<file path="config.mk">
export PLATFORM = sky130hd
export DESIGN_NAME = keypad_scanner
export DESIGN_NICKNAME = d
export VERILOG_FILES = /design/src/rtl/keypad_scanner_pkg.sv /design/src/rtl/keypad_decode.sv /design/src/rtl/keypad_scanner.sv
export SDC_FILE = /design/constraint.sdc
export NUM_CORES = 1
export LEC_CHECK = 0
export CORE_MARGIN = 4
export CORE_UTILIZATION = 50
export DETAILED_ROUTE_END_ITERATION = 6
export PLACE_DENSITY_LB_ADDON = 0.3
export SLEW_MARGIN = 20
export SYNTH_ARGS = -nofsm -noshare
export SYNTH_HDL_FRONTEND = slang
export SYNTH_SLANG_ARGS = --single-unit
</file>
<file path="constraint.sdc">
create_clock -name clk -period 3.5 [get_ports clk]
set_clock_uncertainty 0.2 [all_clocks]
set_input_delay 0.35 -clock clk [delete_from_list [all_inputs] [get_ports clk]]
set_output_delay 0.35 -clock clk [all_outputs]
set_load 0.02 [all_outputs]
</file>
<file path="src/rtl/keypad_scanner_pkg.sv">
// Shared definitions for the 4x4 keypad scanner: FSM state encoding,
// key code constants, matrix width and the (row, col) -> code lookup.
package keypad_scanner_pkg;

  localparam int unsigned KP_W   = 4;
  localparam int unsigned CODE_W = 4;

  typedef enum logic [1:0] {
    IDLE     = 2'd0,
    DEBOUNCE = 2'd1,
    HELD     = 2'd2
  } state_t;

  localparam logic [CODE_W-1:0] KEY_A    = 4'd10;
  localparam logic [CODE_W-1:0] KEY_B    = 4'd11;
  localparam logic [CODE_W-1:0] KEY_C    = 4'd12;
  localparam logic [CODE_W-1:0] KEY_D    = 4'd13;
  localparam logic [CODE_W-1:0] KEY_STAR = 4'd14;
  localparam logic [CODE_W-1:0] KEY_HASH = 4'd15;

  // Keypad legend: 1 2 3 A / 4 5 6 B / 7 8 9 C / * 0 # D
  function automatic logic [CODE_W-1:0] key_lookup(input logic [1:0] r,
                                                   input logic [1:0] c);
    logic [CODE_W-1:0] code;
    code = 4'd0;
    case ({r, c})
      4'h0:    code = 4'd1;
      4'h1:    code = 4'd2;
      4'h2:    code = 4'd3;
      4'h3:    code = KEY_A;
      4'h4:    code = 4'd4;
      4'h5:    code = 4'd5;
      4'h6:    code = 4'd6;
      4'h7:    code = KEY_B;
      4'h8:    code = 4'd7;
      4'h9:    code = 4'd8;
      4'hA:    code = 4'd9;
      4'hB:    code = KEY_C;
      4'hC:    code = KEY_STAR;
      4'hD:    code = 4'd0;
      4'hE:    code = KEY_HASH;
      default: code = KEY_D;
    endcase
    return code;
  endfunction

endpackage

</file>
<file path="src/rtl/keypad_decode.sv">
// Combinational decode of one row sample.
// Ports: row_idx - row currently driven; col - synchronized active-low
// column returns; hit - any key pressed in this row; code - key code of the
// lowest-numbered pressed column (0 when no hit).
module keypad_decode
  import keypad_scanner_pkg::*;
(
  input  logic [1:0]        row_idx,
  input  logic [KP_W-1:0]   col,
  output logic              hit,
  output logic [CODE_W-1:0] code
);

  logic [1:0] first_col;

  // Scan from the top so the lowest pressed column wins.
  always_comb begin
    hit       = 1'b0;
    first_col = 2'd0;
    for (int c = KP_W - 1; c >= 0; c--) begin
      if (!col[c]) begin
        hit       = 1'b1;
        first_col = 2'(c);
      end
    end
    code = hit ? key_lookup(row_idx, first_col) : 4'd0;
  end

endmodule

</file>
<file path="src/rtl/keypad_scanner.sv">
// 4x4 matrix keypad scanner with scan-based debounce.
// Ports: clk - system clock; rst - synchronous active-high reset;
// row - active-low row strobes (one low at a time); col - active-low column
// returns (asynchronous); key_code - last confirmed key; key_valid - one-cycle
// pulse on a newly confirmed press; key_held - high while that key is held.
module keypad_scanner
  import keypad_scanner_pkg::*;
#(
  parameter int unsigned SCAN_DIV       = 50000,
  parameter int unsigned DEBOUNCE_SCANS = 4
) (
  input  logic              clk,
  input  logic              rst,
  output logic [KP_W-1:0]   row,
  input  logic [KP_W-1:0]   col,
  output logic [CODE_W-1:0] key_code,
  output logic              key_valid,
  output logic              key_held
);

  localparam int unsigned CNT_W = $clog2(SCAN_DIV);
  localparam logic [CNT_W-1:0] CNT_LAST = CNT_W'(SCAN_DIV - 1);
  localparam logic [3:0] DB_N = 4'(DEBOUNCE_SCANS);

  logic [KP_W-1:0]   col_s1, col_s2;
  logic              scan_en;
  logic [CNT_W-1:0]  div_cnt;
  logic [1:0]        row_idx;
  logic              acc_hit;
  logic [CODE_W-1:0] acc_code;
  state_t            state;
  logic [CODE_W-1:0] cand_reg;
  logic [3:0]        cnt;
  logic [3:0]        rel_cnt;

  logic              dec_hit;
  logic [CODE_W-1:0] dec_code;
  logic              sample_c;
  logic              scan_end_c;
  logic              cand_hit_c;
  logic [CODE_W-1:0] cand_code_c;
  logic [1:0]        next_row_c;

  // Two-flop synchronizer for the asynchronous column returns.
  always_ff @(posedge clk) begin
    if (rst) begin
      col_s1 <= 4'hF;
      col_s2 <= 4'hF;
    end else begin
      col_s1 <= col;
      col_s2 <= col_s1;
    end
  end

  assign next_row_c = row_idx + 2'd1;

  // Row scan; scan_en delays the counter one cycle so that a full
  // period of row 0 follows the release of reset.
  always_ff @(posedge clk) begin
    if (rst) begin
      scan_en <= 1'b0;
      div_cnt <= '0;
      row_idx <= 2'd0;
      row     <= 4'b1111;
    end else if (!scan_en) begin
      scan_en <= 1'b1;
      row     <= 4'b1110;
    end else if (div_cnt == CNT_LAST) begin
      div_cnt <= '0;
      row_idx <= next_row_c;
      row     <= ~(4'b0001 << next_row_c);
    end else begin
      div_cnt <= div_cnt + CNT_W'(1);
    end
  end

  assign sample_c   = scan_en && (div_cnt == CNT_LAST);
  assign scan_end_c = sample_c && (row_idx == 2'd3);

  keypad_decode u_decode (
    .row_idx (row_idx),
    .col     (col_s2),
    .hit     (dec_hit),
    .code    (dec_code)
  );

  // First hit of the scan in progress; row 0 restarts accumulation.
  always_ff @(posedge clk) begin
    if (rst) begin
      acc_hit  <= 1'b0;
      acc_code <= '0;
    end else if (sample_c && ((row_idx == 2'd0) || !acc_hit)) begin
      acc_hit  <= dec_hit;
      acc_code <= dec_code;
    end
  end

  // Full-scan candidate including the row-3 sample taken this cycle.
  assign cand_hit_c  = acc_hit | dec_hit;
  assign cand_code_c = acc_hit ? acc_code : dec_code;

  // Debounce / hold FSM, advanced once per completed scan.
  always_ff @(posedge clk) begin
    if (rst) begin
      state     <= IDLE;
      cand_reg  <= '0;
      cnt       <= 4'd0;
      rel_cnt   <= 4'd0;
      key_code  <= '0;
      key_valid <= 1'b0;
      key_held  <= 1'b0;
    end else begin
      key_valid <= 1'b0;
      if (scan_end_c) begin
        case (state)
          IDLE: begin
            if (cand_hit_c) begin
              cand_reg <= cand_code_c;
              if (DB_N == 4'd1) begin
                key_code  <= cand_code_c;
                key_valid <= 1'b1;
                key_held  <= 1'b1;
                cnt       <= 4'd0;
                rel_cnt   <= 4'd0;
                state     <= HELD;
              end else begin
                cnt   <= 4'd1;
                state <= DEBOUNCE;
              end
            end
          end
          DEBOUNCE: begin
            if (cand_hit_c && (cand_code_c == cand_reg)) begin
              if ((cnt + 4'd1) == DB_N) begin
                key_code  <= cand_reg;
                key_valid <= 1'b1;
                key_held  <= 1'b1;
                cnt       <= 4'd0;
                rel_cnt   <= 4'd0;
                state     <= HELD;
              end else begin
                cnt <= cnt + 4'd1;
              end
            end else begin
              cnt   <= 4'd0;
              state <= IDLE;
            end
          end
          HELD: begin
            // Any key, even a different one, keeps the hold alive.
            if (cand_hit_c) begin
              rel_cnt <= 4'd0;
            end else if ((rel_cnt + 4'd1) == DB_N) begin
              rel_cnt  <= 4'd0;
              key_held <= 1'b0;
              state    <= IDLE;
            end else begin
              rel_cnt <= rel_cnt + 4'd1;
            end
          end
          default: begin
            state <= IDLE;
          end
        endcase
      end
    end
  end

endmodule

</file>
======== Word-level counts from Yosys, hierarchy flattened ========
Memory sizes are Yosys's and may differ from the RTL's.
Index checks and enable logic that the tools add are counted.
storage, ports and cells
  ROM bits ................................ 64
  bits in writable memories ............... 0
  bits in latches ......................... 0
  logic and storage cells ................. 96
  memories kept ........................... 1
  bits of input ports ..................... 6
  output and inout port bits .............. 10
  register bits ........................... 56
operators by class
  bitwise gates (word level) .............. 6
  order comparisons ....................... 0
  divide/modulo/power cells ............... 0
  add/subtract/negate cells ............... 4
  reduce and logical (&&, ||, !) cells .... 19
  multipliers ............................. 0
  shifts and indexed selects .............. 1
  mux-type cells .......................... 35
  equality and inequality tests ........... 14
memory list
  memory            depth  width  rd ports  clocked after memory_dff  write ports  line                      text
  (name not given)  16     4      1         0                         0            keypad_scanner_pkg.sv:26  case ({r, c})
operator list
  cell                                                                   count
  4-bit 2-to-1 mux                                                       9
  2-bit 2-to-1 mux                                                       9
  16-bit by 1-bit adder with 16-bit output, second input constant        1
  16-bit equality test, second input constant                            1
  16-bit 2-to-1 mux                                                      1
  4-bit case mux with 2 select lines                                     2
  1-bit 2-to-1 mux                                                       12
  2-bit != test, second input constant                                   5
  4-bit by 1-bit adder with 4-bit output, second input constant          2
  4-bit by 3-bit equality test with 1-bit output, second input constant  2
  4-bit AND reduction                                                    2
  2-bit case mux with 3 select lines                                     1
  3-bit AND reduction                                                    2
  6-bit AND reduction                                                    1
  5-bit AND reduction                                                    1
  2-bit equality test, second input constant                             2
  4-bit equality test                                                    1
  1-bit logical AND                                                      4
  2-bit zero test                                                        2
  1-bit NOT                                                              4
  4-bit NOT                                                              1
  2-bit nonzero test                                                     2
  4-bit OR reduction                                                     1
  1-bit by 2-bit << shifter with 4-bit output, first input constant      1
  other kinds (10)                                                       10

======== Depth between registers and ports, before layout ========
An unclocked memory read counts as a cell.
  depth in word-level cells ............... 11
  mapped depth ............................ 11
  depth with buffers taken out ............ 11

======== Hierarchy ========
A second synthesis with hierarchy kept.
second synthesis, totals
  cells, all modules ...................... 342
  area total of the unflattened synthesis .. 3083.0 um^2
by module, submodules not included
  module          cells an instance  times used  area each (um^2)  sequential area each (um^2)
  keypad_scanner  306                1           2821.5            1121.1
  keypad_decode   36                 1           261.5             0.0

======== Worst setup path before layout ========
OpenSTA, ideal clock, no wires.
  kind .................................... register -> register
  from .................................... register col_s2[3]
  to ...................................... register rel_cnt[2]
  buffers on the path ..................... 0
  required time ........................... 3.180 ns
  library setup time ...................... 0.120 ns
  clock period less this slack ............ 3.108 ns
  arrival time ............................ 2.788 ns
  cell stages (with the launch flop) ...... 12
  slack ................................... 0.392 ns
  cell sequence ........................... dfxtp_1 nand2b_1 a21o_1 inv_1 ha_1 mux2_2 o22ai_1 mux2i_1 o31ai_1 a2111oi_4 nor3_2 a211o_1
on the way
  word-level cells in the longest chain between the ends .. 11
  elaborated cells between the ends (all ways) .. 18
  those cells by class .................... eq/ne (2); mux (12); bitwise (1); reduce/logical (2); memory (1)
RTL lines
  element                         line                   text
  start, declared                 keypad_scanner.sv:25   logic [KP_W-1:0] col_s1, col_s2;
  start signal, assigned          keypad_scanner.sv:51   col_s2 <= col_s1;
  2-bit 2-to-1 mux (4 in series)  keypad_decode.sv:21    if (!col[c]) begin
  memory 16 x 4 bit               --
  4-bit 2-to-1 mux                keypad_decode.sv:26    code = hit ? key_lookup(row_idx, first_col) : 4'd0;
  4-bit 2-to-1 mux                keypad_scanner.sv:100  assign cand_code_c = acc_hit ? acc_code : dec_code;
  4-bit equality test             keypad_scanner.sv:133  if (cand_hit_c && (cand_code_c == cand_reg)) begin
  1-bit logical AND               keypad_scanner.sv:133
  2-bit != test (no line)         --
  4-bit AND reduction (no line)   --
  end signal, assigned            keypad_scanner.sv:158  rel_cnt <= rel_cnt + 4'd1;
  end, declared                   keypad_scanner.sv:34   logic [3:0] rel_cnt;
Several ways; a longest one is shown, not always the timed one.
A chain may end at the register's enable or synchronous reset.

======== Final worst setup path ========
  from .................................... register col_s2[0]
  to ...................................... register rel_cnt[2]
on the way
  word-level cells in the longest chain between the ends .. 8
  elaborated cells between the ends (all ways) .. 12
  those cells by class .................... eq/ne (2); mux (6); bitwise (1); reduce/logical (2); memory (1)
RTL lines
  element                        line
  2-bit 2-to-1 mux               keypad_decode.sv:21
  memory 16 x 4 bit              --
  4-bit 2-to-1 mux               keypad_decode.sv:26
  4-bit 2-to-1 mux               keypad_scanner.sv:100
  4-bit equality test            keypad_scanner.sv:133
  1-bit logical AND              keypad_scanner.sv:133
  2-bit != test (no line)        --
  4-bit AND reduction (no line)  --
Several ways; a longest one is shown, not always the timed one.

==> out/metrics.csv <==
metric;value;unit
max-cap violation count;0;
Clock Tree Buf Depth;2;
Setup crit start kind;flip-flop;
crit path capture type;flip-flop;
worst slew pin tran;0.711;ns
Post-DRT Antenna Nets;0;
Layout Cells excl Fill;419;
antenna cells;0;
Leakage Power;1.25;nW
RSZ-0062 raised after global routing;false;
initial antenna violation count;0;
share of layout cells above drive strength 1;11.2;%
most used cell, CP;inv_1;
ys async rst share;0;%
Area Growth Syn to Fin;11.1;%
YS warnings;0;
# DRC;0;
Endpoint, Worst Hold;col_s2[2]$_SDFF_PP1_;
syn nets;351;
WL/cell;13.4;µm
GRT Util Overall;16.3;%
Slew headroom;52.2;%
worst path required time;3.50;ns
iteration count of the initial detailed-routing pass;4;
Max Used Layer;met4;
maximum clock rate;316;MHz
die area;7180;µm²
CTS Buf Count;5;
ys flop type;dfxtp_1;
FF+latch count, synth;56;
Ports;16;
Final Wtd Congestion;0.843;
status;complete, no violations;
Die H;84.7;µm
CTS sink cnt;56;
clock latency at the later pin of the worst-skew pair;0.31;ns
drt total wl;5620;µm
final net count;368;
DP Cell Count;411;
Mapped Cells;329;
row count;27;
Die Wd;84.7;µm
commonest cells after routing, fill and taps aside;dfxtp_1, nor2_1, nand2_1;
Final Max Tran Viols;0;
Crit Path Class;reg2reg;
Worst R2R Setup Slack;0.33;ns
slowest stage delay, CP;0.44;ns
Post CTS Setup Buffer Count;0;
max FFs per register;16;
fin crit share;90.5;%
CP max-delay cell;dfxtp_1;
# hold bufs at CTS;0;
register area share after synthesis;38.1;%
Largest Register;div_cnt;
wire length of the first global-routing pass;9810;µm
WL met3;213;µm
most common cell after layout, fill and taps aside;dfxtp_1;
Critical Path, Cell by Cell;inv_1, a21o_1, inv_1, ha_1, mux2_2, o22ai_1, mux2i_1, o31ai_1, a2111oi_4, buf_4, nor3_2, a211o_1;
M1 wire length;2730;µm
Mean Syn Cell Area;8.94;µm²
R2R Path End;rel_cnt[2]$_SDFFE_PP0P_;
Final Hold Viols;0;
crit-path max FO;10;
core area;5610;µm²
clock tree root buffer cell;clkbuf_8;
detailed-route via count;2323;
Synth cell types;58;
Period minus WS final;3.17;ns
Mapped Area;2940;µm²
WHS Path Cells;1;
EDFF count, synth;0;
met2 WL post-DR;2630;µm
Post-Route Setup TNS;0;ns
vias per inst;5.54;
FF-to-FF Start;col_s2[0]$_SDFF_PP1_;
H-tree depth;2;
total grt overflow;0;
Worst Path Arrival;3.17;ns
HP Start;col_s1[2]$_SDFF_PP1_;
vias in the first global route;2162;
largest net degree at the start of global routing;37;
VDD IR max;0.253;mV
initial core utilization;52.5;%
setup violators final;0;
Initial DRC Count;108;
Resized Gates After CTS;0;
Port Buffers;15;
dpl hpwl;4110;µm
Worst Reg-to-Reg Cells;12;
CTS tree;done;
P per Cell Area;332;nW/µm²
worst min-delay path class;reg2reg;
Reg clk slew, reported paths;0.10;ns
-- layer usage --
layer  GRT usage, %  vias up
li1               -     1198
met1           21.9     1085
met2           26.3       36
met3           3.83        4
met4           4.17        0
met5              0        -
-- Yosys cell counts, types with 3 or more instances --
| cell | n | area (µm²) |
|---|---|---|
| inv_1 | 11 | 41.3 |
| o211ai_1 | 3 | 22.5 |
| xor2_1 | 12 | 105 |
| nand2_1 | 25 | 93.8 |
| nor2_1 | 44 | 165 |
| dfxtp_1 | 56 | 1120 |
| nand2b_1 | 10 | 62.6 |
| mux2i_1 | 12 | 120 |
| xnor2_1 | 7 | 61.3 |
| nand3_1 | 12 | 60.1 |
| or2_2 | 10 | 62.6 |
| a21oi_1 | 15 | 75.1 |
| clkbuf_1 | 7 | 26.3 |
| nor3_1 | 7 | 35.0 |
| nor2b_1 | 3 | 18.8 |
| o21ai_0 | 8 | 40.0 |
| nand4_1 | 13 | 81.3 |
| ha_1 | 16 | 200 |
| a211oi_1 | 5 | 37.5 |
| mux2_2 | 4 | 45.0 |
-- through the flow --
stage | setup slack [ns] | area, µm² | util [%] | power (mW) | hold slack, ns
floorplan | 0.392 | 2940 | - | 0.723 | 0.189
global placement | 0.423 | 3180 | 56.7 | 0.745 | 0.202
detailed placement | 0.330 | 3180 | 56.7 | 0.747 | 0.195
CTS | 0.299 | 3270 | 58.3 | 1.10 | 0.223
global route | 0.0637 | 3270 | 58.3 | 1.14 | 0.241
finish | 0.333 | 3270 | 58.3 | 1.09 | 0.226
-- how the worst max path moves through the flow --
stage | endpoint | from | slack [ns] | depth (start not counted)
after CTS | rel_cnt[2]$_SDFFE_PP0P_ | col_s2[3]$_SDFF_PP1_ | 0.30 | 12
after global placement | rel_cnt[2]$_SDFFE_PP0P_ | col_s2[3]$_SDFF_PP1_ | 0.42 | 12
final | rel_cnt[2]$_SDFFE_PP0P_ | col_s2[0]$_SDFF_PP1_ | 0.33 | 12
after global routing | rel_cnt[2]$_SDFFE_PP0P_ | col_s2[3]$_SDFF_PP1_ | 0.06 | 12
after detailed placement | rel_cnt[2]$_SDFFE_PP0P_ | col_s2[3]$_SDFF_PP1_ | 0.33 | 12
after floorplan | rel_cnt[2]$_SDFFE_PP0P_ | col_s2[3]$_SDFF_PP1_ | 0.39 | 11
-- where the power goes --
part	internal [mW]	switching [mW]
Clock	0.143	0.212
Combinational	0.0336	0.0443
Sequential	0.645	0.00896
Total	0.822	0.265
-- worst max-delay path: cells and delay by family (launching register included) --
| family | cells | cell delay (ns) |
|---|---|---|
| adder cells (fa/ha/maj) | 1 | 0.24 |
| flip-flops | 1 | 0.44 |
| multiplexers | 2 | 0.47 |
| buffers and inverters | 3 | 0.45 |
| AO/OA/AOI/OAI | 5 | 1.20 |
| AND/OR/NAND/NOR | 1 | 0.07 |
-- cells by family (layout without fill, tap and decap cells) --
kind of cell | count (synthesis) | after routing | share of synthesized area [%]
flip-flops | 56 | 56 | 38.1
buffers and inverters | 22 | 40 | 2.89
adder cells (fa/ha/maj) | 16 | 16 | 6.80
AO/OA/AOI/OAI | 51 | 51 | 12.7
XOR/XNOR | 19 | 19 | 5.65
AND/OR/NAND/NOR | 147 | 147 | 26.7
multiplexers | 18 | 18 | 7.14
-- layout make-up --
cell class | instances | area [µm²]
clock buffer | 5 | 68.8
clock inverter | 3 | 21.3
fill | 531 | 2340
inverter | 12 | 45.0
multi-input combinational | 251 | 1740
sequential | 56 | 1120
tap | 72 | 90.1
timing repair buffer | 20 | 188
Note: power is estimated with default switching activity, not from simulation.
